File: src/rtl/pipeline_control_pkg.sv
// Shared encodings, stage records and the forwarding helper for the
// three-stage RV32I pipeline controller.
package pipeline_ctrl_pkg;

  localparam logic [6:0] OPC_LUI    = 7'b0110111;
  localparam logic [6:0] OPC_AUIPC  = 7'b0010111;
  localparam logic [6:0] OPC_JAL    = 7'b1101111;
  localparam logic [6:0] OPC_JALR   = 7'b1100111;
  localparam logic [6:0] OPC_BRANCH = 7'b1100011;
  localparam logic [6:0] OPC_LOAD   = 7'b0000011;
  localparam logic [6:0] OPC_STORE  = 7'b0100011;
  localparam logic [6:0] OPC_OPIMM  = 7'b0010011;
  localparam logic [6:0] OPC_OP     = 7'b0110011;

  localparam logic [1:0] PC_HOLD   = 2'd0;
  localparam logic [1:0] PC_PLUS4  = 2'd1;
  localparam logic [1:0] PC_TARGET = 2'd2;
  localparam logic [1:0] PC_RESET  = 2'd3;

  localparam logic [1:0] FWD_RF = 2'd0;
  localparam logic [1:0] FWD_X  = 2'd1;
  localparam logic [1:0] FWD_M  = 2'd2;

  localparam logic [1:0] WB_PC4  = 2'd0;
  localparam logic [1:0] WB_ALU  = 2'd1;
  localparam logic [1:0] WB_DMEM = 2'd2;
  localparam logic [1:0] WB_UART = 2'd3;

  localparam logic [3:0] UART_REGION = 4'h8;

  typedef enum logic [3:0] {
    CLS_NONE, CLS_LUI, CLS_AUIPC, CLS_JAL, CLS_JALR,
    CLS_BRANCH, CLS_LOAD, CLS_STORE, CLS_OPIMM, CLS_OP
  } inst_class_e;

  typedef enum logic {ST_RESET_SEQ, ST_RUN} ctrl_state_e;

  typedef struct packed {
    logic        valid;
    logic [4:0]  rd;
    logic        wr;
    logic        is_load;
    logic        is_store;
    inst_class_e cls;
  } x_stage_t;

  typedef struct packed {
    logic        valid;
    logic [4:0]  rd;
    logic        wr;
    inst_class_e cls;
  } m_stage_t;

  // used already folds in "source register is nonzero".
  function automatic logic [1:0] fwd_src(input logic used, input logic [4:0] src,
                                         input x_stage_t x, input m_stage_t m);
    if (!used) return FWD_RF;
    if (x.valid && x.wr && !x.is_load && (x.rd == src)) return FWD_X;
    if (m.valid && m.wr && (m.rd == src)) return FWD_M;
    return FWD_RF;
  endfunction

endpackage

File: src/rtl/pipeline_control_if.sv
// Datapath-facing signal bundle of the pipeline controller. There is no
// handshake: all signals are level-valid every cycle, inputs sampled and
// outputs produced combinationally within the same clock period.
interface pipeline_control_if
  import pipeline_ctrl_pkg::*;
();
  logic [31:0] inst;
  logic        branch_taken;
  logic [3:0]  addr_M_hi;
  logic [1:0]  PC_sel;
  logic [1:0]  fwd_sel_a;
  logic [1:0]  fwd_sel_b;
  logic        stall;
  logic        flush;
  logic        dmem_we;
  logic        RegWr;
  logic [1:0]  MemToReg;
  logic        illegal_inst;
  ctrl_state_e state;

  modport master (
    input  inst, branch_taken, addr_M_hi,
    output PC_sel, fwd_sel_a, fwd_sel_b, stall, flush, dmem_we,
           RegWr, MemToReg, illegal_inst, state
  );

  modport slave (
    output inst, branch_taken, addr_M_hi,
    input  PC_sel, fwd_sel_a, fwd_sel_b, stall, flush, dmem_we,
           RegWr, MemToReg, illegal_inst, state
  );
endinterface

File: src/rtl/pipeline_control_decode.sv
// Combinational opcode classifier for the D-stage instruction: class,
// register-write flag, source usage and illegal-opcode detection.
module inst_class_decode
  import pipeline_ctrl_pkg::*;
(
  input  logic [31:0] inst,
  output inst_class_e cls,
  output logic [4:0]  rd,
  output logic [4:0]  rs1,
  output logic [4:0]  rs2,
  output logic        wr,
  output logic        uses_rs1,
  output logic        uses_rs2,
  output logic        illegal
);
  logic unused_bits;
  assign unused_bits = ^{inst[31:25], inst[14:12]};

  assign rd  = inst[11:7];
  assign rs1 = inst[19:15];
  assign rs2 = inst[24:20];

  always_comb begin
    cls     = CLS_NONE;
    illegal = 1'b0;
    case (inst[6:0])
      OPC_LUI:    cls = CLS_LUI;
      OPC_AUIPC:  cls = CLS_AUIPC;
      OPC_JAL:    cls = CLS_JAL;
      OPC_JALR:   cls = CLS_JALR;
      OPC_BRANCH: cls = CLS_BRANCH;
      OPC_LOAD:   cls = CLS_LOAD;
      OPC_STORE:  cls = CLS_STORE;
      OPC_OPIMM:  cls = CLS_OPIMM;
      OPC_OP:     cls = CLS_OP;
      default:    illegal = 1'b1;
    endcase
  end

  // x0 as a destination or source never creates a dependency.
  assign wr       = !(cls inside {CLS_NONE, CLS_BRANCH, CLS_STORE}) && (rd != 5'd0);
  assign uses_rs1 = (cls inside {CLS_JALR, CLS_BRANCH, CLS_LOAD, CLS_STORE, CLS_OPIMM, CLS_OP})
                    && (rs1 != 5'd0);
  assign uses_rs2 = (cls inside {CLS_BRANCH, CLS_STORE, CLS_OP}) && (rs2 != 5'd0);
endmodule

File: src/rtl/pipeline_control.sv
// Sequencing controller for the three-stage RV32I datapath: tracks X/M
// stage records and drives PC, forwarding, stall/flush and writeback selects.
module pipeline_control
  import pipeline_ctrl_pkg::*;
#(
  parameter int RESET_CYCLES = 2
) (
  input logic                Clock,
  input logic                Reset_n,
  pipeline_control_if.master bus
);
  localparam int CW = (RESET_CYCLES < 2) ? 1 : $clog2(RESET_CYCLES + 1);

  inst_class_e d_cls;
  logic [4:0]  d_rd, d_rs1, d_rs2;
  logic        d_wr, d_use1, d_use2, d_ill;

  inst_class_decode u_decode (
    .inst     (bus.inst),
    .cls      (d_cls),
    .rd       (d_rd),
    .rs1      (d_rs1),
    .rs2      (d_rs2),
    .wr       (d_wr),
    .uses_rs1 (d_use1),
    .uses_rs2 (d_use2),
    .illegal  (d_ill)
  );

  ctrl_state_e   state_q, state_d;
  logic [CW-1:0] cnt_q, cnt_d;
  x_stage_t      x_q, x_d;
  m_stage_t      m_q;
  logic          illegal_q;

  logic          in_seq, branch_redirect, load_use, d_jump, kill;
  logic [1:0]    pc_sel, fwd_a, fwd_b, mem_to_reg;
  logic          stall, flush;

  // Reset sequencing FSM: counts RESET_CYCLES edges after release.
  always_ff @(posedge Clock or negedge Reset_n) begin
    if (!Reset_n) begin
      state_q <= ST_RESET_SEQ;
      cnt_q   <= CW'(RESET_CYCLES);
    end else begin
      state_q <= state_d;
      cnt_q   <= cnt_d;
    end
  end

  always_comb begin
    state_d = state_q;
    cnt_d   = cnt_q;
    case (state_q)
      ST_RESET_SEQ: begin
        cnt_d = cnt_q - CW'(1);
        if (cnt_q == CW'(1)) state_d = ST_RUN;
      end
      ST_RUN:  cnt_d = cnt_q;
      default: state_d = ST_RESET_SEQ;
    endcase
  end

  assign in_seq          = (state_q == ST_RESET_SEQ);
  assign branch_redirect = x_q.valid && (x_q.cls == CLS_BRANCH) && bus.branch_taken;
  assign load_use        = x_q.valid && x_q.is_load &&
                           ((d_use1 && (x_q.rd == d_rs1)) || (d_use2 && (x_q.rd == d_rs2)));
  assign d_jump          = (d_cls == CLS_JAL) || (d_cls == CLS_JALR);

  always_comb begin
    pc_sel = PC_PLUS4;
    stall  = 1'b0;
    flush  = 1'b0;
    fwd_a  = fwd_src(d_use1, d_rs1, x_q, m_q);
    fwd_b  = fwd_src(d_use2, d_rs2, x_q, m_q);
    if (in_seq) begin
      pc_sel = PC_RESET;
      flush  = 1'b1;
      fwd_a  = FWD_RF;
      fwd_b  = FWD_RF;
    end else if (branch_redirect) begin
      pc_sel = PC_TARGET;
      flush  = 1'b1;
    end else if (load_use) begin
      pc_sel = PC_HOLD;
      stall  = 1'b1;
    end else if (d_jump) begin
      pc_sel = PC_TARGET;
    end
  end

  assign kill = stall || flush;

  // Illegal opcodes enter X as a bubble; only the sticky flag records them.
  always_comb begin
    x_d = '0;
    if (!kill && !d_ill) begin
      x_d.valid    = 1'b1;
      x_d.rd       = d_rd;
      x_d.wr       = d_wr;
      x_d.is_load  = (d_cls == CLS_LOAD);
      x_d.is_store = (d_cls == CLS_STORE);
      x_d.cls      = d_cls;
    end
  end

  always_ff @(posedge Clock or negedge Reset_n) begin
    if (!Reset_n) begin
      x_q       <= '0;
      m_q       <= '0;
      illegal_q <= 1'b0;
    end else begin
      m_q       <= '{valid: x_q.valid, rd: x_q.rd, wr: x_q.wr, cls: x_q.cls};
      x_q       <= x_d;
      illegal_q <= illegal_q | (d_ill & ~kill);
    end
  end

  always_comb begin
    mem_to_reg = WB_PC4;
    if (m_q.valid) begin
      case (m_q.cls)
        CLS_JAL, CLS_JALR: mem_to_reg = WB_PC4;
        CLS_LOAD:          mem_to_reg = (bus.addr_M_hi == UART_REGION) ? WB_UART : WB_DMEM;
        default:           mem_to_reg = WB_ALU;
      endcase
    end
  end

  assign bus.PC_sel       = pc_sel;
  assign bus.fwd_sel_a    = fwd_a;
  assign bus.fwd_sel_b    = fwd_b;
  assign bus.stall        = stall;
  assign bus.flush        = flush;
  assign bus.dmem_we      = x_q.valid && x_q.is_store;
  assign bus.RegWr        = m_q.valid && m_q.wr;
  assign bus.MemToReg     = mem_to_reg;
  assign bus.illegal_inst = illegal_q;
  assign bus.state        = state_q;
endmodule

File: src/flat_wrapper.sv
// flat-port wrapper written by rule: the top's interface ports become plain ports
module pipeline_control_flat import pipeline_ctrl_pkg::*;
#(
  parameter int RESET_CYCLES = 2
)
  (Clock, Reset_n, bus_inst, bus_branch_taken, bus_addr_M_hi, bus_PC_sel, bus_fwd_sel_a, bus_fwd_sel_b, bus_stall, bus_flush, bus_dmem_we, bus_RegWr, bus_MemToReg, bus_illegal_inst, bus_state);
  pipeline_control_if bus_i ();
  input logic Clock;
  input logic Reset_n;
  input wire logic [$bits(bus_i.inst)-1:0] bus_inst;
  input wire logic [$bits(bus_i.branch_taken)-1:0] bus_branch_taken;
  input wire logic [$bits(bus_i.addr_M_hi)-1:0] bus_addr_M_hi;
  output wire logic [$bits(bus_i.PC_sel)-1:0] bus_PC_sel;
  output wire logic [$bits(bus_i.fwd_sel_a)-1:0] bus_fwd_sel_a;
  output wire logic [$bits(bus_i.fwd_sel_b)-1:0] bus_fwd_sel_b;
  output wire logic [$bits(bus_i.stall)-1:0] bus_stall;
  output wire logic [$bits(bus_i.flush)-1:0] bus_flush;
  output wire logic [$bits(bus_i.dmem_we)-1:0] bus_dmem_we;
  output wire logic [$bits(bus_i.RegWr)-1:0] bus_RegWr;
  output wire logic [$bits(bus_i.MemToReg)-1:0] bus_MemToReg;
  output wire logic [$bits(bus_i.illegal_inst)-1:0] bus_illegal_inst;
  output wire logic [$bits(bus_i.state)-1:0] bus_state;
  assign bus_i.inst = bus_inst;
  assign bus_i.branch_taken = bus_branch_taken;
  assign bus_i.addr_M_hi = bus_addr_M_hi;
  assign bus_PC_sel = bus_i.PC_sel;
  assign bus_fwd_sel_a = bus_i.fwd_sel_a;
  assign bus_fwd_sel_b = bus_i.fwd_sel_b;
  assign bus_stall = bus_i.stall;
  assign bus_flush = bus_i.flush;
  assign bus_dmem_we = bus_i.dmem_we;
  assign bus_RegWr = bus_i.RegWr;
  assign bus_MemToReg = bus_i.MemToReg;
  assign bus_illegal_inst = bus_i.illegal_inst;
  assign bus_state = bus_i.state;
  pipeline_control #(.RESET_CYCLES(RESET_CYCLES)) u_core (.Clock(Clock), .Reset_n(Reset_n), .bus(bus_i));
endmodule
File: config.mk
export PLATFORM = sky130hd
export DESIGN_NAME = pipeline_control_flat
export DESIGN_NICKNAME = d
export VERILOG_FILES = /design/src/rtl/pipeline_control_pkg.sv /design/src/rtl/pipeline_control_if.sv /design/src/rtl/pipeline_control_decode.sv /design/src/rtl/pipeline_control.sv /design/src/flat_wrapper.sv
export SDC_FILE = /design/constraint.sdc
export NUM_CORES = 1
export LEC_CHECK = 0
export BUFFER_PORTS_ARGS = -buffer_cell sky130_fd_sc_hd__buf_2
export CAP_MARGIN = 20
export CORE_MARGIN = 1.5
export CORE_UTILIZATION = 56
export DETAILED_ROUTE_END_ITERATION = 10
export GPL_TIMING_DRIVEN = 0
export PLACE_DENSITY_LB_ADDON = 0.25
export SETUP_SLACK_MARGIN = 0.2
export SYNTH_ARGS = -nofsm -noshare
export SYNTH_HDL_FRONTEND = slang
export SYNTH_HIERARCHICAL = 1
export SYNTH_SLANG_ARGS = --single-unit
File: constraint.sdc
create_clock -name Clock -period 4.9 [get_ports Clock]
set_input_delay 0.49 -clock Clock [delete_from_list [all_inputs] [get_ports Clock]]
set_output_delay 0.49 -clock Clock [all_outputs]
set_load 0.01 [all_outputs]
==> out/qor.yml, run 1 <==
clocking:
  cts-root-buf: "clkbuf_4"
  cts_buffer_depth: 2
  ctsResizeCount: 0
  clock_sinks: 28
  clk_pin_slew_ps: 160
  cts_hold_buf: 0
  clock_latency_ps: 330
  cts_made_buffers: 3
  cts_tree: "done"
  h-tree-depth: 1
  postCtsSetupBuffers: 0
placement:
  portBuffers: 40
  placed_cells: 273
  dpl.hpwl_um: 2910
  place_congestion: 0.884
  place_ws_ps: 1970
die:
  die_area_um2: 3660
  row_count: 20
  start_util_pct: 59.6
  core_area_um2: 3100
  die_w_um: 60.5
  io_pins: 53
  die_h_um: 60.5
routing:
  routed_via_density: 5.43
  wl_per_cell_um: 13.2
  drtIter0Drc: 56
  vias: 1504
  first_pass_iters: 4
  drt_wl_total_um: 3660
  ant_nets: 0
  drc: 0
global_route:
  grt_pass1_wl_um: 6170
  grt_pass1_vias: 1423
  overflow: 0
  antenna_found_initial: 0
  track_usage_pct: 22.4
  grt_max_degree: 29
layout:
  nets: 274
  regArea_um2: 702
  stdcell_count: 277
  multi_input_comb_area_um2: 950
  area_growth_pct: 16.6
  diodes: 0
  layout-drive-gt1-share_pct: 33.5
  fill_cells: 266
sta:
  final_max_slew_viol_count: 0
  finalWorstSetupSlack_ps: 1950
  hold_viol: 0
  finClkSkew_ps: 12.7
  hold-worst-slack_ps: 153
  fmax_mhz: 339
  setup_viol: 0
  rsz0062_at_grt: "no"
  final.setup.tns_ps: 0
  worst_pin_slew_ps: 676
  slew_headroom_pct: 54.5
  finalCritPeriodShare_pct: 60.2
  period_minus_slack_ps: 2950
yosys:
  ys_ff_latch: 28
  synth_edf_count: 0
  synth_cell_type_count: 49
  synth_top_area_share_pct: 36.5
  synth_area_leader_cell: "dfrtp_1"
  ys_seq_area_share_pct: 38.0
  synth_nets: 229
  synth.most_common_cell: "dfrtp_1"
  netlist_area_um2: 1850
  synth_common_cells: "27 x dfrtp_1, 21 x xnor2_1, 15 x buf_4"
  ys.flop_type: "dfrtp_1"
  yosysWarnings: 6
  syn_area_per_cell_um2: 9.78
  synthCells: 189
  synth-async-reset-ratio_pct: 100
  synth.top_cells.by_area: "dfrtp_1 37%, xnor2_1 9.9%, buf_4 6.1%"
worst_setup_path:
  path_class: "input port to primary output"
  worst_path_most_repeated_cell: "buf_2"
  crit_arrival_ps: 2460
  crit_buf_inv: 3
  r2r-start: "u_core/x_q[12]"
  startpoint: "bus_inst[3]"
  cpMaxStageDelayCell: "nor4_1"
  start_kind: "input port"
  crit_chain: "buf_2 -> buf_2 -> nor4_1 -> or3b_1 -> a21o_1 -> and2_4 -> a31oi_2 -> buf_2"
  cp-end-kind: "primary output"
  cp_top_family: "simple AND/OR/NAND/NOR gates"
  cp.required_ps: 4410
  critPathMaxStageDelay_ps: 620
  reg2reg_slack_ps: 3330
  cp_max_fo: 10
power_and_ir_drop:
  p_per_area_nw_per_um2: 209
  p_leak_uw: 0.000952
  finalPower_uw: 452
  worst_ir_drop_vdd_mv: 0.103
min_path:
  hp-class: "input port to async pin"
run_status:
  outcome: "finished, final reports clean"
run:
  maxCapViolations: 0
## stage by stage
step	area (um2)	utilization, %
global placement	2100	67.8
floorplan	1850	-
detailed placement	2100	67.8
CTS	2160	69.5
global route	2160	69.5
finish	2160	69.5
## path summary, 6_finish.rpt
check	end	cells past startpoint
worst max-delay path	bus_PC_sel[1]	8
worst max register to register	u_core/x_q[10]	4
min in group Clock	u_core/m_q[4]	0
max in group asynchronous	u_core/m_q[9]	1
worst min-delay path	u_core/x_q[2]	1
worst min register to register	u_core/m_q[4]	0
## placed cells by master, fill, tap and decap left out, types with 2 or more instances in the layout
master	instances
nand4_1	7
buf_6	4
clkbuf_4	3
nor2b_1	2
and2_1	4
xnor2_1	21
nor3_1	8
nand3_1	2
nand2b_1	2
o21ai_0	4
nand3b_1	10
nand2_1	10
and3_1	6
buf_4	15
nor2_1	8
or4_1	2
buf_2	42
a21oi_2	2
inv_1	5
dfrtp_1	27
clkbuf_1	3
a21oi_1	14
a31oi_1	4
## worst reg2reg max path, cell delays in order, from the launching register on
cell and delay [ps]:
dfrtp_1 460, and2_1 150, clkbuf_1 260, clkbuf_1 390
a21oi_1 180
## logic make-up (layout without fill, tap and decap cells)
family,after synthesis,after routing,synth area share (%)
AO/OA/AOI/OAI,35,35,14.0
XOR/XNOR,21,21,9.95
adder cells (fa/ha/maj),1,1,0.676
buffers and inverters,29,73,10.7
flip-flops,28,28,38.0
multiplexers,1,1,0.609
AND/OR/NAND/NOR,74,74,26.1
## final cells by class
| type | count | share of cell area [%] |
|---|---|---|
| Clock buffer | 3 | 1.04 |
| Clock inverter | 1 | 1.39 |
| Multi-Input combinational cell | 132 | 44.0 |
| Inverter | 5 | 0.870 |
| Timing Repair Buffer | 40 | 9.28 |
| Tap cell | 44 | 2.55 |
| Sequential cell | 28 | 32.5 |
| Buffer | 24 | 8.29 |
## power by group
part	switching, uW	internal, uW	leakage (uW)	total (uW)
Clock	67.2	82.7	0.0000279	150
Sequential	2.53	234	0.000375	236
Combinational	32.5	33.0	0.000549	65.5
## routing by layer
layer	global-route usage [%]	vias up	part of all wire, %
li1	-	751	-
met1	28.9	698	46
met2	37.6	47	48
met3	3.20	8	4.1
met4	9.94	0	2.5
met5	0	-	0
## flip-flops by register name, indices dropped and copies added, names as in the netlist
signal,count
u_core/cnt_q,2
u_core/m_q,11
u_core/bus.state,1
u_core/bus.illegal_inst,1
u_core/x_q,13
Note: power is estimated with default switching activity, not from simulation.
==> inputs of run 2 (changes only) <==
Settings changed: ABC_AREA from default to 1, CORE_UTILIZATION 56 to 51.
Clock period 4.9 ns to 2.9 ns, I/O delays scaled along.
==> out/qor.yml, run 2 <==
run_status:
  outcome: "finished, final reports clean"
layout:
  top_regs: "u_core/x_q: 13 flops, u_core/m_q: 11 flops, u_core/cnt_q: 2 flops"
  largest-register: "u_core/x_q"
  largest_reg_flops: 13
  nets: 326
  mostFrequentLayoutCells: "54 x nand2_1, 44 x inv_1, 43 x buf_2, 27 x dfrtp_1, 23 x nor2_1"
  layout_commonest_cell: "nand2_1"
  diodes: 0
  layout-drive-gt1-share_pct: 29.8
  regArea_um2: 702
  multi_input_comb_area_um2: 772
  fill_cells: 306
  post-route-util_pct: 62.6
  area_growth_pct: 17.0
worst_setup_path:
  critPathMaxStageDelay_ps: 320
  cp.required_ps: 2610
  worst_path_most_repeated_cell: "buf_2"
  cpMaxStageDelayCell: "nor4b_1"
  crit_chain: "buf_2 -> nand2_1 -> nor3_2 -> o211ai_1 -> a21oi_1 -> nand3_1 -> nor4b_1 -> buf_2"
  crit_arrival_ps: 1780
  cp-end-kind: "primary output"
  cp_top_family: "simple AND/OR/NAND/NOR gates"
  path_class: "input port to primary output"
  crit_buf_inv: 2
  start_kind: "input port"
  cp_max_fo: 5
routing:
  vias: 1545
  first_pass_iters: 4
  routed_via_density: 4.67
  ant_nets: 0
  drc: 0
  drt_wl_total_um: 3310
  drtIter0Drc: 75
  wl_per_cell_um: 9.99
yosys:
  ys_ff_latch: 28
  synth.most_common_cell: "nand2_1"
  syn_area_per_cell_um2: 7.50
  synth_area_leader_cell: "dfrtp_1"
  yosysWarnings: 6
  ys.flop_type: "dfrtp_1"
  synthCells: 238
  synth-async-reset-ratio_pct: 100
  netlist_area_um2: 1780
  synth_nets: 278
  synth_common_cells: "54 x nand2_1, 44 x inv_1, 27 x dfrtp_1"
  synth_cell_type_count: 32
  synth_top_area_share_pct: 37.9
  synth_edf_count: 0
  synth.top_cells.by_area: "dfrtp_1 38%, nand2_1 11%, inv_1 9.3%"
  ys_seq_area_share_pct: 39.3
placement:
  place_congestion: 0.847
  portBuffers: 42
  dpl.hpwl_um: 2790
die:
  io_pins: 53
  row_count: 21
  die_area_um2: 3860
  die_w_um: 62.1
  start_util_pct: 53.5
  die_h_um: 62.1
  core_area_um2: 3340
clocking:
  clock_sinks: 28
  cts_buffer_depth: 2
  ctsResizeCount: 0
  cts_tree: "done"
  h-tree-depth: 1
  clk_pin_slew_ps: 140
  cts-root-buf: "clkbuf_4"
  cts_made_buffers: 3
  clock_latency_ps: 320
sta:
  final.setup.tns_ps: 0
  fmax_mhz: 483
  finClkSkew_ps: 13.4
  final_max_slew_viol_count: 0
  period_minus_slack_ps: 2070
  hold_viol: 0
  worst_pin_slew_ps: 596
  slew_headroom_pct: 60.3
  finalCritPeriodShare_pct: 71.5
  setup_viol: 0
  rsz0062_at_grt: "no"
power_and_ir_drop:
  worst_ir_drop_vdd_mv: 0.138
  p_leak_uw: 0.00121
  p_per_area_nw_per_um2: 319
  finalPower_uw: 666
global_route:
  grt_pass1_vias: 1457
  overflow: 0
  antenna_found_initial: 0
  track_usage_pct: 18.2
  grt_max_degree: 29
  grt_pass1_wl_um: 5700
run:
  maxCapViolations: 0
min_path:
  hp-class: "input port to register"
==> run 2: cell count changes in the layout (fill, tap and decap cells not counted), sizes merged, moves of 10 or more <==
cell	previous run	this run
inv	5	46
xnor2	21	9
nand2	10	56
a21oi	16	1
nand3b	10	0
nand3	2	12
nor2	8	37
==> run 2: layout make-up <==
type                    count  area share, %
plain buffers              17           6.59
clock buffers               4           1.26
inverters                  46           8.27
multi-input cells         147           37.0
flip-flops and latches     28           33.6
well taps                  46           2.76
repair buffers             43           10.5
==> run 2: power by group <==
part / internal, uW / total, uW / switching, uW / leakage, uW
clock: 53.8 / 157 / 103 / 0.0000150
combinational: 51.3 / 109 / 58.2 / 0.000824
sequential: 395 / 400 / 4.87 / 0.000375
total: 500 / 666 / 166 / 0.00121
==> run 2: tightest hold or removal path: stages <==
cell and delay [ps]:
buf_2 100, buf_4 120, inv_1 40, nor2_1 40
==> run 2: per-stage QoR <==
stage | setup slack, ps | hold WS [ps] | std cells | instance area, um2
5_1_grt | 661 | 274 | 331 | 2090
4_1_cts | 843 | 267 | 331 | 2090
6_report | 828 | 284 | 331 | 2090
3_5_place_dp | 845 | 329 | 326 | 2050
2_1_floorplan | 1170 | -5.59 | 238 | 1780
3_3_place_gp | 886 | 325 | 326 | 2050
==> run 2: worst paths after layout <==
path,from,endpoint,slack (ps),cells past startpoint
setup reg to reg,u_core/x_q[7],u_core/x_q[5],1460,10
hold reg to reg,u_core/x_q[0],u_core/m_q[0],390,0
min in group asynchronous,Reset_n,u_core/bus.illegal_inst,480,2
setup / recovery,bus_inst[0],bus_fwd_sel_b[1],830,8
hold / removal,bus_inst[11],u_core/x_q[11],280,4
max in group asynchronous,Reset_n,u_core/bus.state,2010,2
==> run 2: per-layer routing <==
layer	vias up	wire length (um)	track usage [%]
li1	810	-	-
met1	689	1450	21.8
met2	40	1660	33.4
met3	6	142	1.27
met4	0	49	8.33
met5	-	0	0
==> run 2: cells by family after synthesis <==
kind of cell	share of synthesized area, %
DFF	39.3
AOI/OAI and AO/OA	3.51
xor gates and xnor gates	5.89
buffers and inverters	17.4
adders and majority gates	0.701
and+or+nand+nor	33.2
==> run 2: repair_timing <==
action	CTS	global route
hold buffers	1	0
hold endpoints to repair	27	0
buffers inserted	0	0
